==> src/rtl/light_pattern_player.sv <==
`default_nettype none
// ============================================================================
// Module   : light_pattern_player
// Purpose  : Avalon-MM master that plays an LED pattern table out of a
//            128x32 single-port on-chip RAM (1-cycle read latency). Each
//            entry carries a hold count in [31:18] and a pattern in [17:0];
//            a zero hold count is an end marker (finish or loop).
// Revision : 1.0 - initial release
// ============================================================================
module light_pattern_player #(
    parameter int ADDR_WIDTH = 7,
    parameter int LED_WIDTH  = 18,
    parameter int HOLD_WIDTH = 14,
    parameter int PRESCALE   = 50000
) (
    input  logic                  clk,
    input  logic                  reset,
    input  logic                  start,
    input  logic                  stop,
    input  logic                  loop_en,
    input  logic [ADDR_WIDTH-1:0] start_addr,
    output logic [ADDR_WIDTH-1:0] m_address,
    output logic                  m_chipselect,
    output logic                  m_write,
    output logic [31:0]           m_writedata,
    output logic [3:0]            m_byteenable,
    output logic                  m_clken,
    input  logic [31:0]           m_readdata,
    output logic [LED_WIDTH-1:0]  leds,
    output logic                  busy,
    output logic                  entry_done,
    output logic                  wrapped
);

    // Tick counter only needs to reach PRESCALE-1 (PRESCALE >= 2).
    localparam int                  c_TICK_W    = $clog2(PRESCALE);
    localparam logic [c_TICK_W-1:0] c_TICK_LAST = c_TICK_W'(PRESCALE - 1);
    localparam logic [ADDR_WIDTH-1:0] c_PTR_LAST = {ADDR_WIDTH{1'b1}};

    typedef enum logic [1:0] {
        ST_IDLE  = 2'd0,
        ST_FETCH = 2'd1,
        ST_LATCH = 2'd2,
        ST_HOLD  = 2'd3
    } state_t;

    state_t                 r_state;
    state_t                 w_next_state;
    logic [ADDR_WIDTH-1:0]  r_ptr;
    logic [c_TICK_W-1:0]    r_tick_cnt;
    logic [HOLD_WIDTH-1:0]  r_hold_cnt;
    logic [LED_WIDTH-1:0]   r_leds;
    logic                   r_entry_done;
    logic                   r_wrapped;

    logic [HOLD_WIDTH-1:0]  w_rd_hold;
    logic [LED_WIDTH-1:0]   w_rd_pattern;
    logic                   w_rd_is_marker;
    logic                   w_tick_last;
    logic                   w_hold_expire;

    // Field split of the word returned by the RAM during LATCH.
    assign w_rd_hold      = m_readdata[LED_WIDTH +: HOLD_WIDTH];
    assign w_rd_pattern   = m_readdata[LED_WIDTH-1:0];
    assign w_rd_is_marker = (w_rd_hold == '0);

    // The last tick of the last hold unit closes the entry.
    assign w_tick_last    = (r_tick_cnt == c_TICK_LAST);
    assign w_hold_expire  = (r_state == ST_HOLD) && w_tick_last &&
                            (r_hold_cnt == HOLD_WIDTH'(1));

    // State register.
    always_ff @(posedge clk) begin
        if (reset) begin
            r_state <= ST_IDLE;
        end else begin
            r_state <= w_next_state;
        end
    end

    // Next-state logic; stop overrides every transition (and drops a
    // coincident start because IDLE simply stays IDLE).
    always_comb begin
        w_next_state = r_state;
        unique case (r_state)
            ST_IDLE: begin
                if (start) begin
                    w_next_state = ST_FETCH;
                end
            end
            ST_FETCH: begin
                w_next_state = ST_LATCH;
            end
            ST_LATCH: begin
                if (!w_rd_is_marker) begin
                    w_next_state = ST_HOLD;
                end else if (loop_en) begin
                    w_next_state = ST_FETCH;
                end else begin
                    w_next_state = ST_IDLE;
                end
            end
            ST_HOLD: begin
                if (w_hold_expire) begin
                    w_next_state = ST_FETCH;
                end
            end
            default: begin
                w_next_state = ST_IDLE;
            end
        endcase
        if (stop) begin
            w_next_state = ST_IDLE;
        end
    end

    // Datapath: pointer, counters, LED register and status flags. Nothing
    // here moves on a stop cycle so leds and ptr are retained and
    // entry_done cannot fire on an aborted hold.
    always_ff @(posedge clk) begin
        if (reset) begin
            r_ptr        <= '0;
            r_tick_cnt   <= '0;
            r_hold_cnt   <= '0;
            r_leds       <= '0;
            r_entry_done <= 1'b0;
            r_wrapped    <= 1'b0;
        end else begin
            r_entry_done <= 1'b0;
            if (!stop) begin
                unique case (r_state)
                    ST_IDLE: begin
                        if (start) begin
                            r_ptr     <= start_addr;
                            r_wrapped <= 1'b0;
                        end
                    end
                    ST_LATCH: begin
                        if (!w_rd_is_marker) begin
                            r_leds     <= w_rd_pattern;
                            r_hold_cnt <= w_rd_hold;
                            r_tick_cnt <= '0;
                        end else if (loop_en) begin
                            r_ptr <= start_addr;
                        end
                    end
                    ST_HOLD: begin
                        if (w_tick_last) begin
                            r_tick_cnt <= '0;
                            r_hold_cnt <= r_hold_cnt - HOLD_WIDTH'(1);
                            if (r_hold_cnt == HOLD_WIDTH'(1)) begin
                                r_entry_done <= 1'b1;
                                r_ptr        <= r_ptr + ADDR_WIDTH'(1);
                                if (r_ptr == c_PTR_LAST) begin
                                    r_wrapped <= 1'b1;
                                end
                            end
                        end else begin
                            r_tick_cnt <= r_tick_cnt + c_TICK_W'(1);
                        end
                    end
                    default: begin
                        // FETCH only presents the address.
                    end
                endcase
            end
        end
    end

    // Bus side: read-only master, address always follows the pointer.
    assign m_address    = r_ptr;
    assign m_chipselect = (r_state == ST_FETCH);
    assign m_write      = 1'b0;
    assign m_writedata  = 32'h0;
    assign m_byteenable = 4'hF;
    assign m_clken      = 1'b1;

    assign leds         = r_leds;
    assign busy         = (r_state != ST_IDLE);
    assign entry_done   = r_entry_done;
    assign wrapped      = r_wrapped;

endmodule
`default_nettype wire

==> config.mk <==
export PLATFORM = sky130hd
export DESIGN_NAME = light_pattern_player
export DESIGN_NICKNAME = d
export VERILOG_FILES = /design/src/rtl/light_pattern_player.sv
export SDC_FILE = /design/constraint.sdc
export NUM_CORES = 1
export LEC_CHECK = 0
export ABC_AREA = 1
export BUFFER_PORTS_ARGS = -buffer_cell sky130_fd_sc_hd__buf_2
export CORE_UTILIZATION = 30
export CTS_CLUSTER_DIAMETER = 30
export DETAILED_ROUTE_END_ITERATION = 8
export GPL_TIMING_DRIVEN = 0
export PLACE_DENSITY = 0.57
export SLEW_MARGIN = 20
export SYNTH_ARGS = -nofsm -noshare
export SYNTH_HDL_FRONTEND = slang
export SYNTH_SLANG_ARGS = --single-unit
==> constraint.sdc <==
create_clock -name clk -period 2.04 [get_ports clk]
set_clock_uncertainty 0.2 [all_clocks]
set_input_delay 0.306 -clock clk [delete_from_list [all_inputs] [get_ports clk]]
set_output_delay 0.306 -clock clk [all_outputs]
set_load 0.02 [all_outputs]
* Word level (Yosys, flattened, before mapping)
Index checks and enable logic that the tools add are counted.
** Cells by class
- Multiplexer cells :: 23
- Bitwise operators :: 4
- Eq/ne operators :: 14
- Reduce and logical (&&, ||, !) cells :: 16
- Add/sub/neg operators :: 3
** Operators by type and width (number)
- $mux 7 :: 5
- $mux 16 :: 2
- $pmux 16 s2 :: 1
- $mux 14 :: 2
- $pmux 14 s2 :: 1
- $pmux 7 s3 :: 1
- $add 16x1->16 const B :: 1
- $eq 16x16->1 const B :: 1
- $eq 14x1->1 const B :: 1
- $logic_not 14->1 :: 1
- $sub 14x1->14 const B :: 1
- $ne 2x2->1 const B :: 6
- $pmux 2 s4 :: 1
- $add 7x1->7 const B :: 1
- $eq 7x7->1 const B :: 1
- $reduce_and 7->1 :: 1
- $mux 1 :: 6
- $mux 2 :: 3
- $reduce_and 3->1 :: 2
- $reduce_and 6->1 :: 1
- $reduce_bool 2->1 :: 3
- $eq 2x2->1 const B :: 2
- $ne 2x1->1 const B :: 2
- $not 1->1 :: 4
- 9 further kinds :: 10
** Storage, ports and cells
- Register bits after elaboration :: 59
- Word-level logic and storage cells :: 67
- Output and inout bits :: 67

* Longest topological paths before layout
- Word-level depth :: 5
- Depth in mapped cells :: 11
- Mapped depth without buffers :: 11

* Worst setup path after synthesis
OpenSTA, ideal clock, no wires.
- Kind :: reg2reg
- From :: reg r_tick_cnt[0]
- To :: reg r_ptr[6] (netlist: m_address[6])
- Clock period less this slack :: 1.821 ns
- Required time :: 1.722 ns
- Setup slack :: 0.219 ns
- Library setup time :: 0.118 ns
- Data arrival time :: 1.503 ns
- Stages on the path, launching flop included :: 10
- Cells stage by stage :: dfxtp_1 ha_1 nand3_2 nor2_1 nand2_2 nand2_4 nand3_4 buf_6 nor3_1 nor2_1
** Between the ends
- Longest elaborated chain between the ends :: 3
** Ends and longest elaborated chain
- start, declared :: RTL line 50 : logic [c_TICK_W-1:0] r_tick_cnt;
- start signal, assigned :: RTL line 159 : r_tick_cnt <= r_tick_cnt + c_TICK_W'(1);
- $eq 16x16->1 :: RTL line 68 : assign w_tick_last = (r_tick_cnt == c_TICK_LAST);
- $ne 2x2->1 (no source line)
- $reduce_and 7->1 (no source line)
- end signal, assigned :: RTL line 134 : r_ptr <= start_addr;
- end signal, assigned :: RTL line 144 : r_ptr <= start_addr;
- end signal, assigned :: RTL line 153 : r_ptr <= r_ptr + ADDR_WIDTH'(1);
- end, declared :: RTL line 49 : logic [ADDR_WIDTH-1:0] r_ptr;
No other way between the ends.
A chain may end at the register's enable or synchronous reset.

* Worst setup path after layout
Ends and elaborated chain as after synthesis.

==> impl_metrics.json <==
{
  "status": "completed",
  "diodes": 0,
  "ant_nets": 0,
  "drtPass1Iterations": 5,
  "syn_avg_cell_area_um2": 6.54,
  "hold_viol": 0,
  "root_buffer": "clkbuf_16",
  "fin_crit_ps": 1900,
  "ys_ff_latch": 59,
  "ys.warnings.count": 0,
  "yosys.area.top_type": "dfxtp_1",
  "yosys-top-cells-area": "dfxtp_1, nand2_1, nor2_1",
  "r2r-start": "r_tick_cnt[0]",
  "worst_pin_slew_ps": 572,
  "total_power_mw": 3.26,
  "endpoint": "m_address[6]",
  "r2r_end": "m_address[6]",
  "r2r_cells": 9,
  "dp_slack_ps": -139,
  "initial_core_util": 0.307,
  "grt_max_degree": 11,
  "p_leak_nw": 2.25,
  "drive_above_1_share": 0.244,
  "syn_inst": 589,
  "cts_buffer_depth": 2,
  "grt_pass1_vias": 3406,
  "die_w_um": 115,
  "dp_hpwl_um": 7690,
  "nFillCells": 1363,
  "area_delta_synth_final_pct": 27.2,
  "antenna_found_initial": 0,
  "die_height_um": 115,
  "clk_pin_slew_worst_paths_ps": 60,
  "cp.arrival_ps": 1910,
  "cts_buffers": 9,
  "synth_top_area_frac": 0.306,
  "synth_edf_count": 0,
  "synth.cell_area_um2": 3850,
  "ys_types": 34,
  "slew_viol_final": 0,
  "drv_cap": 0,
  "critPathLaunch": "r_tick_cnt[0]",
  "worst_ep_required_time_ps": 2060,
  "vias": 3922,
  "finalSetupViolations": 0,
  "path_class": "reg -> reg",
  "port-buffer-count": 71,
  "worstSkewPairLatency_ps": 320,
  "fin_ws_ps": 141,
  "gp_congestion": 0.903,
  "clock.fmax_mhz": 527,
  "hp-start": "m_readdata[17]",
  "synthFlopType": "dfxtp_1",
  "floorplan.die_area_um2": 13300,
  "fin_nets": 760,
  "track_usage": 0.156,
  "coreArea_um2": 12600,
  "grt_pass1_wl_um": 16200,
  "crit_path_start_kind": "flip-flop",
  "p_per_area_nw_per_um2": 664,
  "pin_count": 111,
  "initialDrtViolationCount": 218,
  "worstSetupEndpointType": "flip-flop",
  "gr-total-overflow": 0,
  "clock-sinks": 59,
  "ctsHoldBuffers": 0,
  "worstHoldPathType": "in -> reg",
  "async_flop_share": 0,
  "hold_slack_ps": 57.0,
  "cts_tree": "built",
  "maxSlewHeadroom": 0.619,
  "vias_per_cell": 4.43,
  "worstPathMaxFanout": 10,
  "peakVddDrop_mv": 0.367,
  "rsz0062_at_grt": "no",
  "drc": 0,
  "routed_wirelength_um": 10100,
  "synth-seq-area-share": 0.306,
  "routedWlPerCell_um": 11.4,
  "core.rowCount": 41,
  "ctsHtreeMaxLevel": 3,
  "finalCritPeriodShare": 0.931,
  "r2r_slack_ps": 140
}
[critical path: stages (launching register included)]
cell	delay, ps
dfxtp_4	370
ha_4	190
nand3_2	140
nor2_1	160
nand2_2	120
nand2_4	100
nand3_4	110
buf_6	170
nor3_1	160
nor2_1	60
[what timing repair did]
action | 4_1_cts | 5_1_grt
endpoints found under the setup margin | 29 | 29
pin swaps | 0 | 1
setup buffers | 0 | 1
resized for setup | 4 | 10
endpoints found under the hold margin | 0 | 0
[synthesized netlist by cell type (all sizes together) (2+ instances only)]
cell	n
nand4	11
a31oi	3
inv	63
ha	8
o21ai	49
nand2	136
conb	2
a21oi	45
dfxtp	59
or2	4
xor2	10
nand3	35
buf	53
o21bai	4
nor3	11
clkbuf	6
nor2	87
[cells in the final DEF, fill, tap and decap left out, types with 3 or more instances in the layout]
| cell type | count |
|---|---|
| conb_1 | 38 |
| buf_2 | 74 |
| xor2_1 | 10 |
| ha_1 | 6 |
| clkbuf_16 | 9 |
| buf_1 | 3 |
| buf_4 | 41 |
| nor3_1 | 8 |
| nand4_1 | 11 |
| a31oi_1 | 3 |
| nand2_2 | 3 |
| o21ai_2 | 8 |
| nor3_2 | 3 |
| nand2_1 | 130 |
| nor2_2 | 4 |
| nor2_1 | 82 |
| nand2_4 | 3 |
| clkbuf_1 | 6 |
| inv_1 | 62 |
| dfxtp_1 | 57 |
| clkinv_2 | 3 |
| or2_2 | 3 |
| nand3_1 | 31 |
| o21bai_1 | 4 |
| a21oi_1 | 44 |
| o21ai_0 | 41 |
| buf_6 | 5 |
[metrics by stage]
step | std cells | area [um^2] | TNS, ps | util
after floorplan | 625 | 3990 | 0 | -
after global placement | 868 | 4560 | -1050 | 0.363
after detailed placement | 868 | 4560 | -1630 | 0.363
after CTS | 884 | 4870 | 0 | 0.388
after global routing | 885 | 4900 | 0 | 0.390
final | 885 | 4900 | 0 | 0.390
[how the worst min path moves through the flow]
stage / to / slack [ps] / cells after the start
after floorplan: r_hold_cnt[13] / 270 / 2
after CTS: leds[17] / 60 / 3
after global routing: leds[8] / 70 / 3
after detailed placement: leds[9] / 230 / 2
after global placement: leds[8] / 230 / 2
final: leds[17] / 60 / 3
[sequential cells by signal, indices dropped and copies added, names as in the netlist]
register and flops:
entry_done 1, leds 18, m_address 7, r_hold_cnt 14
r_state 2, r_tick_cnt 16, wrapped 1
[power by group]
group          internal, mW  total, mW  switching (mW)
logic                 0.206      0.532           0.326
registers              1.19       1.22          0.0326
clock network         0.971       1.50           0.532
total                  2.37       3.26           0.891
[area by class of cell]
class                           count  area [um^2]  area share
Multi-Input combinational cell    444         2190       0.446
Sequential cell                    59         1190       0.242
Clock inverter                      5         52.6      0.0107
Tap cell                          172          215      0.0439
Inverter                           63          236      0.0482
Clock buffer                       11          243      0.0495
Timing Repair Buffer               72          363      0.0740
Buffer                             59          422      0.0860
[cells by family after synthesis]
family                     synth area share
adders and majority gates            0.0260
and+or+nand+nor                       0.326
buffers and inverters                 0.169
DFF                                   0.306
xor gates and xnor gates             0.0250
other                               0.00195
AOI/OAI and AO/OA                     0.145
[metal layers]
metal,up-vias,global-route usage,part of all wire
li1,2046,-,-
met1,1742,0.211,0.48
met2,123,0.248,0.45
met3,11,0.0290,0.062
met4,0,0.0519,0.011
met5,-,0,0
(Power assumes the default switching activity.)
